--- config.mk ---
export PLATFORM = sky130hd
export DESIGN_NAME = pipe_ctrl_flat
export DESIGN_NICKNAME = d
export VERILOG_FILES = /design/src/rtl/pipe_ctrl_if.sv /design/src/rtl/pipe_ctrl.sv /design/src/flat_wrapper.sv
export SDC_FILE = /design/constraint.sdc
export NUM_CORES = 1
export LEC_CHECK = 0
export ABC_AREA = 1
export CAP_MARGIN = 25
export CELL_PAD_IN_SITES_DETAIL_PLACEMENT = 1
export CELL_PAD_IN_SITES_GLOBAL_PLACEMENT = 1
export CORE_MARGIN = 2
export CORE_UTILIZATION = 28
export DETAILED_ROUTE_END_ITERATION = 8
export GPL_TIMING_DRIVEN = 1
export HOLD_SLACK_MARGIN = 0.05
export PLACE_DENSITY = 0.84
export RECOVER_POWER = 100
export REMOVE_ABC_BUFFERS = 1
export SETUP_SLACK_MARGIN = 0.3
export SYNTH_ARGS = -nofsm -noshare
export SYNTH_HDL_FRONTEND = slang
export SYNTH_SLANG_ARGS = --single-unit
--- constraint.sdc ---
create_clock -name clk -period 2.5 [get_ports clk]
set_input_delay 0.5 -clock clk [delete_from_list [all_inputs] [get_ports clk]]
set_output_delay 0.5 -clock clk [all_outputs]
set_load 0.03 [all_outputs]
--- src/rtl/pipe_ctrl_if.sv ---
// Pipeline control bundle: stall requests and exception inputs in, stall mask and flush/redirect out.
// The stall_timeout signal exists only when PIPE_CTRL_WATCHDOG_EN is defined.
interface pipe_ctrl_if #(
  parameter int NUM_STAGES = 6,
  parameter int PC_W       = 32
);
  logic [NUM_STAGES-1:0] stallreq;
  logic                  exc_req;
  logic [PC_W-1:0]       exc_pc;
  logic [NUM_STAGES-1:0] stall;
  logic                  flush;
  logic [PC_W-1:0]       new_pc;
`ifdef PIPE_CTRL_WATCHDOG_EN
  logic                  stall_timeout;
`endif

  modport master (
    output stallreq, exc_req, exc_pc,
`ifdef PIPE_CTRL_WATCHDOG_EN
    input  stall_timeout,
`endif
    input  stall, flush, new_pc
  );

  modport slave (
    input  stallreq, exc_req, exc_pc,
`ifdef PIPE_CTRL_WATCHDOG_EN
    output stall_timeout,
`endif
    output stall, flush, new_pc
  );
endinterface

--- src/rtl/pipe_ctrl.sv ---
// Pipeline stall/flush controller: thermometer stall mask plus a one-shot exception flush FSM.
// Optional stuck-stall watchdog is compiled in with PIPE_CTRL_WATCHDOG_EN.
module pipe_ctrl #(
  parameter int NUM_STAGES  = 6,
  parameter int PC_W        = 32,
  parameter int STALL_LIMIT = 1023
) (
  input  logic         clk,
  input  logic         rst,
  pipe_ctrl_if.slave   bus
);

  typedef enum logic [1:0] {
    IDLE     = 2'd0,
    FLUSH    = 2'd1,
    WAIT_REL = 2'd2
  } state_t;

  state_t                state_q, state_d;
  logic [PC_W-1:0]       new_pc_q, new_pc_d;
  logic [NUM_STAGES-1:0] therm;

  if (STALL_LIMIT < 1) begin : g_limit_check
    $error("pipe_ctrl: STALL_LIMIT must be at least 1");
  end

  // A stalled stage must also hold every stage upstream of it.
  for (genvar gi = 0; gi < NUM_STAGES; gi++) begin : g_therm
    assign therm[gi] = |bus.stallreq[NUM_STAGES-1:gi];
  end

  assign bus.stall  = (rst || (state_q == FLUSH)) ? '0 : therm;
  assign bus.flush  = (state_q == FLUSH);
  assign bus.new_pc = new_pc_q;

  always_comb begin
    state_d  = state_q;
    new_pc_d = new_pc_q;
    case (state_q)
      IDLE: begin
        if (bus.exc_req) begin
          state_d  = FLUSH;
          new_pc_d = bus.exc_pc;
        end
      end
      FLUSH: begin
        state_d = bus.exc_req ? WAIT_REL : IDLE;
      end
      WAIT_REL: begin
        // A level request that stays high must not re-trigger.
        if (!bus.exc_req) begin
          state_d = IDLE;
        end
      end
      default: begin
        state_d = IDLE;
      end
    endcase
  end

  always_ff @(posedge clk) begin
    if (rst) begin
      state_q  <= IDLE;
      new_pc_q <= '0;
    end else begin
      state_q  <= state_d;
      new_pc_q <= new_pc_d;
    end
  end

`ifdef PIPE_CTRL_WATCHDOG_EN
  localparam int CNT_W = $clog2(STALL_LIMIT + 1);
  localparam logic [CNT_W-1:0] LIMIT = CNT_W'(STALL_LIMIT);

  logic [CNT_W-1:0] cnt_q, cnt_d;
  logic             timeout_q, timeout_d;

  // Counts on the visible mask, so flush cycles break a stall run.
  always_comb begin
    cnt_d = '0;
    if (|bus.stall) begin
      cnt_d = (cnt_q == LIMIT) ? cnt_q : cnt_q + 1'b1;
    end
    timeout_d = timeout_q | (cnt_d == LIMIT);
  end

  always_ff @(posedge clk) begin
    if (rst) begin
      cnt_q     <= '0;
      timeout_q <= 1'b0;
    end else begin
      cnt_q     <= cnt_d;
      timeout_q <= timeout_d;
    end
  end

  assign bus.stall_timeout = timeout_q;
`endif

endmodule
--- src/flat_wrapper.sv ---
// flat-port wrapper written by rule: the top's interface ports become plain ports
module pipe_ctrl_flat 
#(
  parameter int NUM_STAGES  = 6,
  parameter int PC_W        = 32,
  parameter int STALL_LIMIT = 1023
)
  (clk, rst, bus_stallreq, bus_exc_req, bus_exc_pc, bus_stall, bus_flush, bus_new_pc);
  pipe_ctrl_if #(.NUM_STAGES(NUM_STAGES), .PC_W(PC_W)) bus_i ();
  input  logic clk;
  input  logic rst;
  input wire logic [$bits(bus_i.stallreq)-1:0] bus_stallreq;
  input wire logic [$bits(bus_i.exc_req)-1:0] bus_exc_req;
  input wire logic [$bits(bus_i.exc_pc)-1:0] bus_exc_pc;
  output wire logic [$bits(bus_i.stall)-1:0] bus_stall;
  output wire logic [$bits(bus_i.flush)-1:0] bus_flush;
  output wire logic [$bits(bus_i.new_pc)-1:0] bus_new_pc;
  assign bus_i.stallreq = bus_stallreq;
  assign bus_i.exc_req = bus_exc_req;
  assign bus_i.exc_pc = bus_exc_pc;
  assign bus_stall = bus_i.stall;
  assign bus_flush = bus_i.flush;
  assign bus_new_pc = bus_i.new_pc;
  pipe_ctrl #(.NUM_STAGES(NUM_STAGES), .PC_W(PC_W), .STALL_LIMIT(STALL_LIMIT)) u_core (.clk(clk), .rst(rst), .bus(bus_i));
endmodule
# == Word level (Yosys, flattened, before mapping) ==
# Index checks and enable logic that the tools add are counted.
# totals
output_inout_bits,39
elab_cells,20
rom_bits,0
memories,0
reg_bits,34
latchBits,0
mem_bits_rw,0
# classes
add_sub_neg,0
n_reduce_logical,9
shifts,0
n_mul,0
n_div,0
n_mux,5
bitwise,0
eq_ne,4
order_cmp,0
# ops
op,count
2-to-1 mux 2 bit,3
2-to-1 mux 6 bit,1
case mux 2 bit (3 select lines),1
OR reduction 6 bit,1
OR reduction 5 bit,1
!= test 2 bit (second input constant),2
AND reduction 2 bit,2
OR reduction 4 bit,1
OR reduction 3 bit,1
equality test 2 x 1 -> 1 bit (second input constant),1
equality test 2 bit (second input constant),1
zero test 2 bit,1
OR reduction 2 bit,1
logical OR 1 bit,1

# == Longest topological paths before layout ==
# Gate-level depths: netlist of run 1.
# logic_depth
depth_word,3
depth_mapped,6
mapped_depth_nobuf,5

# == Worst setup path after synthesis of run 1 ==
# No wires, ideal clock.
# synth_path
path_kind,input-to-output
start,input rst
end,output bus_stall[2]
required_time_ns,2.000
path_slack_ns,0.767
stages,3
t_arrival_ns,1.233
path_buffers,0
path_cell_list,inv_2 -> o21ai_1 -> a21oi_1
# synth_between
elab_chain_len,2
# synth_lines
item,line,rtl
"start, declared",flat_wrapper.sv:11,input logic rst;
logical OR 1 bit,pipe_ctrl.sv:32,assign bus.stall = (rst || (state_q == FLUSH)) ? '0 : therm;
2-to-1 mux 6 bit,pipe_ctrl.sv:32,
"end, declared",flat_wrapper.sv:15,output wire logic [$bits(bus_i.stall)-1:0] bus_stall;
# No other way between the ends.

# == Final worst setup path of run 1 ==
# layout_path
start,input rst
end,output bus_stall[3]
# Same word-level chain as after synthesis.

==> impl_summary.txt, run 1 <==
----------------------------------------------------
[Outcome]
  Result of the run ... complete, no violations

[Setup path]
  Arrival time reported for the critical path endpoint ... 1.65 ns
  Highest net fanout along the worst path ... 6
  Buffers plus inverters on the worst setup path ... 3
  Crit Path Class ... in -> out
  Worst path slowest cell ... sky130_fd_sc_hd__clkdlybuf4s50_1
  Flop2flop setup slack ... 0.64 ns
  Maximum cell stage delay along the critical path ... 0.41 ns
  Cells along the critical path ... clkdlybuf4s50_1 > inv_2 > o21ai_0 > nor2_1 > clkbuf_2
  CP Launch Type ... primary input
  Largest delay contributor family on the critical path ... buffers and inverters
  Kind of capture point of the worst setup path ... output pin
  Worst EP required ... 2.00 ns

[Cells and area]
  Number of nets at the end of the flow ... 349
  Layout filler cell count ... 714
  Post-layout instance count excluding filler cells ... 380
  Fraction of layout cells with a size suffix above 1 ... 0.0649
  Area growth from synthesis to final layout ... 55.5%
  Diodes inserted ... 0

[Yosys]
  Count of cell types in the netlist ... 16
  Post-synth design cell area ... 1580 µm²
  Asr flop ratio synth ... 0
  Warnings from Yosys ... 0
  Synthesis-stage register bit count ... 34
  Biggest area consumer among synthesized cells ... sky130_fd_sc_hd__dfxtp_1
  Area share of the largest cell type after synthesis ... 0.432
  Ranking of synthesized cells by instance count ... 41 x sky130_fd_sc_hd__nor2_1, 36 x sky130_fd_sc_hd__nand2_1, 34 x sky130_fd_sc_hd__dfxtp_1, 34 x sky130_fd_sc_hd__inv_1, 33 x sky130_fd_sc_hd__a21oi_1
  Syn Inst Count ... 236
  Cell with the most instances after synthesis ... sky130_fd_sc_hd__nor2_1
  Number of synthesized flops with an enable pin ... 0
  Leading cell types by total area after synthesis ... sky130_fd_sc_hd__dfxtp_1 43%, sky130_fd_sc_hd__a21oi_1 10%, sky130_fd_sc_hd__nand3_1 10%
  Dominant register cell in the synthesized netlist ... sky130_fd_sc_hd__dfxtp_1
  Portion of the post-synthesis area used by sequential elements ... 0.432
  Post-Synthesis Mean Instance Area ... 6.67 µm²

[STA]
  Transition at the pin with the smallest max-transition slack ... 1.14 ns
  Setup repair after global routing missed its margin ... false
  Period Utilization, post-route ... 0.860
  Worst max-slew margin expressed relative to the limit ... 0.240
  Final count of hold timing violations ... 0
  Slew Viols, Final ... 0
  Worst Skew ... 0.00538 ns
  Worst-case hold slack ... 0.477 ns
  Final critical delay including setup and external delays ... 2.15 ns
  PnR worst setup slack ... 0.350 ns
  Maximum clock frequency ... 465 MHz
  Setup-violating endpoint count in the final report ... 0

[GRT]
  Overall routing resource usage ... 0.147
  Total gr overflow ... 0
  Fraction of met1 tracks used by global routing ... 0.148
  Via count of the first global-routing pass ... 1732
  Initial antenna violation count ... 0
  Met2 layer usage reported by global route ... 0.285
  Maximum number of pins on one net before global-route repair ... 39
  Global route hottest layer ... met2
  Global-route wire length before repair ... 7400 µm
  Met3 global-route usage ... 0.0455

[CTS]
  Hold bufs inserted after CTS ... 0
  Register clock-pin slew on the reported worst setup and hold paths ... 0.07 ns
  Clock insertion delay at the later pin of the skew report ... 0.28 ns
  Buffer levels on the longest clock path ... 2
  Setup bufs post-CTS ... 0
  Deepest level of the CTS H-tree ... 2
  CTS tree ... built
  Clock buffer count from CTS ... 5
  Root buffer selected by CTS ... sky130_fd_sc_hd__clkbuf_8
  Sink count of the clock tree ... 34

[Die]
  Chip height ... 79.0 µm
  Overall die area ... 6240 µm²
  Core footprint ... 5470 µm²
  Die boundary width ... 79.0 µm
  Std-Cell Rows ... 27
  Initial core utilization ... 0.288
  Number of top-level pins ... 80

[Power and ir drop]
  Leakage power summed over all cells ... 1.22 nW
  Pwr Density ... 571 nW/µm²
  IR Drop Worst-Case VDD ... 0.214 mV

[Route]
  Routed wirelength normalized by instance count ... 11.4 µm
  Routed vias/inst ... 4.51
  Number of remaining DRC errors ... 0
  First DRT Iteration DRCs ... 48
  Detailed-router iteration count before antenna repair ... 4
  Aggregate routed wire length ... 4340 µm
  Antenna violation net count after detailed routing ... 0
  Vias post-DR ... 1715

[Place]
  Post-placement cell count ... 373
  DP Wirelength ... 3210 µm
  Worst slack, placed ... 0.380 ns
  Routability congestion estimate ... 0.694
  Buffers on Ports ... 79

[Run]
  Max-cap check violation count ... 0

[Min path]
  HP Class ... reg -> reg

----------------------------------------------------
==> tightest hold or removal path, cell delays in order (launching register included) <==
cell and delay [ns]:
sky130_fd_sc_hd__dfxtp_1 0.32, sky130_fd_sc_hd__a21oi_1 0.04, sky130_fd_sc_hd__nor2_1 0.08
==> per-layer routing <==
layer	wire length, µm	share of wire	vias up
li1	-	-	870
met1	1780	0.41	788
met2	2200	0.51	50
met3	304	0.070	7
met4	55	0.013	0
met5	0	0	-
==> repair_timing <==
| action | CTS | global route |
|---|---|---|
| hold endpoints to repair | 0 | 0 |
| resized for setup | 0 | 2 |
| endpoints found under the setup margin | 0 | 2 |
==> final timing paths <==
kind / start / end / cells past startpoint
setup reg to reg: u_core.state_q[1] / u_core.bus.new_pc[20] / 5
setup / recovery: rst / bus_stall[3] / 5
hold / removal: u_core.bus.new_pc[3] / u_core.bus.new_pc[3] / 2
hold reg to reg: u_core.bus.new_pc[3] / u_core.bus.new_pc[3] / 2
==> registers in the layout, indices dropped and copies added, names as in the netlist <==
signal             flops
u_core.bus.new_pc     32
u_core.state_q         2
==> cell type report <==
type	instances	area, µm²	area share
tap	72	90.1	0.0368
multi-input combinational	148	656	0.268
inverter	37	139	0.0567
clock buffer	7	76.3	0.0312
sequential	34	681	0.278
timing repair buffer	82	808	0.330
==> placed cells by master (no fill, tap or decap) <==
cell	count
sky130_fd_sc_hd__dlygate4sd3_1	33
sky130_fd_sc_hd__buf_4	3
sky130_fd_sc_hd__dfxtp_1	34
sky130_fd_sc_hd__inv_2	3
sky130_fd_sc_hd__a21oi_1	33
sky130_fd_sc_hd__nand3_1	32
sky130_fd_sc_hd__clkbuf_1	2
sky130_fd_sc_hd__clkbuf_2	4
sky130_fd_sc_hd__buf_2	1
sky130_fd_sc_hd__clkdlybuf4s50_1	39
sky130_fd_sc_hd__nor3_1	2
sky130_fd_sc_hd__or2_1	1
sky130_fd_sc_hd__nand2_1	36
sky130_fd_sc_hd__nand3b_1	1
sky130_fd_sc_hd__nor2_2	2
sky130_fd_sc_hd__nor3b_1	1
sky130_fd_sc_hd__buf_12	2
sky130_fd_sc_hd__nor2_1	39
sky130_fd_sc_hd__o21ai_0	1
sky130_fd_sc_hd__clkbuf_8	5
sky130_fd_sc_hd__inv_1	34
==> per-stage QoR <==
step / util / instance area (µm²) / total power, mW / setup TNS, ns
CTS: 0.451 / 2470 / 1.45 / 0
floorplan: - / 1480 / 0.847 / -7.65
global placement: 0.437 / 2390 / 1.05 / 0
global route: 0.448 / 2450 / 1.49 / 0
detailed placement: 0.437 / 2390 / 1.07 / 0
finish: 0.448 / 2450 / 1.40 / 0
==> power by group <==
| group | leakage (nW) | switching (mW) | internal [mW] |
|---|---|---|---|
| sequential | 0.282 | 0.0231 | 0.588 |
| combinational | 0.896 | 0.238 | 0.177 |
| clock | 0.0383 | 0.181 | 0.192 |
| total | 1.22 | 0.442 | 0.957 |
==> kinds of logic (layout without fill, tap and decap cells) <==
logic type / count (synthesis) / in the layout / share of synthesized area
AOI/OAI and AO/OA: 34 / 34 / 0.108
buffers and inverters: 54 / 126 / 0.152
DFF: 34 / 34 / 0.432
and+or+nand+nor: 114 / 114 / 0.308
Note: power is estimated with default switching activity, not from simulation.
==> inputs of run 2 (changes only) <==
CORE_ASPECT_RATIO = 1.25   (was not set)
==> impl_summary.txt, run 2 (synthesis results as in run 1) <==
----------------------------------------------------
[Outcome]
  Result of the run ... complete, no violations (unchanged)

[Setup path]
  Crit Path Class ... in -> out (unchanged)
  Worst reg2reg startpoint ... u_core.state_q[1] (unchanged)
  CP Launch Type ... primary input (unchanged)
  Launch point of the critical path ... rst (unchanged)
  Kind of capture point of the worst setup path ... output pin (unchanged)
  Worst EP required ... 2.00 ns (about the same)
  Highest net fanout along the worst path ... 6 (unchanged)
  Arrival time reported for the critical path endpoint ... 1.74 ns (was 1.65 ns)

[GRT]
  Via count of the first global-routing pass ... 1632 (was 1732)
  Overall routing resource usage ... 0.142 (was 0.147)
  Global-route wire length before repair ... 7210 µm (was 7400 µm)
  Initial antenna violation count ... 0 (unchanged)
  Maximum number of pins on one net before global-route repair ... 36 (was 39)
  Total gr overflow ... 0 (unchanged)

[Power and ir drop]
  Clock share of power ... 0.283 (was 0.266)
  Leakage power summed over all cells ... 1.22 nW (about the same)
  Switching component of the power ... 442 µW (about the same)
  IR Drop Worst-Case VDD ... 0.337 mV (was 0.214 mV)
  Sequential group share of total power ... 0.429 (was 0.437)
  Switching power share of the total ... 0.310 (was 0.316)
  Final Power ... 1.42 mW (was 1.40 mW)
  Pwr Density ... 582 nW/µm² (was 571 nW/µm²)
  Proportion of power drawn by combinational gates ... 0.288 (was 0.297)
  Power Internal ... 983 µW (was 957 µW)

[CTS]
  Root buffer selected by CTS ... sky130_fd_sc_hd__clkbuf_8 (unchanged)
  Sink count of the clock tree ... 34 (unchanged)
  Deepest level of the CTS H-tree ... 2 (unchanged)
  Register clock-pin slew on the reported worst setup and hold paths ... 0.06 ns (was 0.07 ns)
  Clock insertion delay at the later pin of the skew report ... 0.27 ns (was 0.28 ns)
  Buffer levels on the longest clock path ... 2 (unchanged)
  Hold bufs inserted after CTS ... 0 (unchanged)
  Setup bufs post-CTS ... 0 (unchanged)
  CTS tree ... built (unchanged)
  Clock buffer count from CTS ... 5 (unchanged)
  Count of cells resized by post-cts repair ... 0 (unchanged)

[STA]
  Worst Skew ... 0.00382 ns (was 0.00538 ns)
  Sum Neg Setup Slack ... 0 ns (unchanged)
  Final critical delay including setup and external delays ... 2.24 ns (was 2.15 ns)
  Transition at the pin with the smallest max-transition slack ... 1.08 ns (was 1.14 ns)
  Maximum clock frequency ... 446 MHz (was 465 MHz)
  Final count of hold timing violations ... 0 (unchanged)
  PnR worst setup slack ... 0.257 ns (was 0.350 ns)
  Worst max-slew margin expressed relative to the limit ... 0.277 (was 0.240)
  Slew Viols, Final ... 0 (unchanged)
  Setup-violating endpoint count in the final report ... 0 (unchanged)
  Setup repair after global routing missed its margin ... false (unchanged)
  Period Utilization, post-route ... 0.897 (was 0.860)

[Route]
  Detailed-router iteration count before antenna repair ... 3 (was 4)
  Number of remaining DRC errors ... 0 (unchanged)
  Vias post-DR ... 1709 (was 1715)
  Aggregate routed wire length ... 4410 µm (was 4340 µm)
  Routed wirelength normalized by instance count ... 11.8 µm (was 11.4 µm)
  Antenna violation net count after detailed routing ... 0 (unchanged)
  First DRT Iteration DRCs ... 83 (was 48)
  Routed vias/inst ... 4.57 (was 4.51)

[Place]
  Routability congestion estimate ... 0.659 (was 0.694)
  Worst slack, placed ... 0.357 ns (was 0.380 ns)
  DP Wirelength ... 3230 µm (was 3210 µm)
  Buffers on Ports ... 79 (unchanged)

[Cells and area]
  Most common cell after layout, fill and taps aside ... sky130_fd_sc_hd__clkdlybuf4s50_1
  Layout filler cell count ... 703 (was 714)
  Area growth from synthesis to final layout ... 55.3% (was 55.5%)
  Area used by sequential logic in the layout ... 681 µm² (unchanged)
  Number of nets at the end of the flow ... 350 (was 349)
  Final core utilization ... 0.449 (was 0.448)
  Area used by multi-input combinational logic ... 663 µm² (was 656 µm²)
  Leading cell types in the layout, fill and taps excluded ... 39 x sky130_fd_sc_hd__clkdlybuf4s50_1, 38 x sky130_fd_sc_hd__nor2_1, 36 x sky130_fd_sc_hd__nand2_1 (was 39 x sky130_fd_sc_hd__nor2_1, 39 x sky130_fd_sc_hd__clkdlybuf4s50_1, 36 x sky130_fd_sc_hd__nand2_1)
  Number of flip-flops in the largest register ... 32 (unchanged)
  Diodes inserted ... 0 (unchanged)
  Fraction of layout cells with a size suffix above 1 ... 0.0710 (was 0.0649)

[Min path]
  Worst Hold Launch ... u_core.bus.new_pc[22] (was u_core.bus.new_pc[3])
  HP Class ... reg -> reg (unchanged)

[Run]
  Max-cap check violation count ... 0 (unchanged)

[Die]
  Overall die area ... 6250 µm² (was 6240 µm²)
  Core footprint ... 5440 µm² (was 5470 µm²)
  Chip height ... 87.9 µm (was 79.0 µm)
  Number of top-level pins ... 80 (unchanged)
  Initial core utilization ... 0.289 (was 0.288)
  Std-Cell Rows ... 30 (was 27)
  Die boundary width ... 71.1 µm (was 79.0 µm)

----------------------------------------------------
-- run 2: cell types whose count changed in the layout (fill, tap and decap cells not counted), sizes merged --
cell and change:
clkbuf +3, buf -2, clkinv +1
-- run 2: metal layers --
layer	wire, µm	track usage
met5	0	0
met4	21	0.0412
met3	275	0.0391
met2	2300	0.264
met1	1820	0.159
-- run 2: area by class of cell --
type / instances / area share
Multi-Input combinational cell: 148 / 0.271
Clock inverter: 1 / 0.00205
Timing Repair Buffer: 83 / 0.324
Sequential cell: 34 / 0.278
Tap cell: 64 / 0.0327
Clock buffer: 7 / 0.0353
Inverter: 37 / 0.0568
-- run 2: stage by stage --
step	cell area (µm²)	hold slack [ns]	instances
floorplan	1480	0.461	219
global placement	2380	0.461	366
detailed placement	2380	0.468	366
CTS	2470	0.490	374
global route	2450	0.511	374
finish	2450	0.478	374
-- run 2: power groups by stage --
stage	sequential [mW]	clock [mW]	combinational (mW)
after floorplan	0.710	0	0.137
after global placement	0.625	0	0.425
after detailed placement	0.626	0	0.437
after CTS	0.615	0.425	0.438
after global routing	0.617	0.452	0.447
final	0.611	0.403	0.411
-- run 2: critical path, stage by stage --
cell	delay (ns)
sky130_fd_sc_hd__clkdlybuf4s50_1	0.41
sky130_fd_sc_hd__inv_2	0.06
sky130_fd_sc_hd__o21ai_0	0.25
sky130_fd_sc_hd__nor2_1	0.20
sky130_fd_sc_hd__clkbuf_1	0.33
-- run 2: final timing paths --
| path | to | slack, ns | cells after the start |
|---|---|---|---|
| worst min register to register | u_core.bus.new_pc[22] | 0.48 | 2 |
| worst min-delay path | u_core.bus.new_pc[22] | 0.48 | 2 |
| worst max-delay path | bus_stall[5] | 0.26 | 5 |
| worst max register to register | u_core.bus.new_pc[9] | 0.33 | 5 |
==> inputs of run 3 (changes only) <==
SLEW_MARGIN = 20   (was not set)
==> results of run 3 <==
Final layout, timing and power as in run 2 (identical DEF).
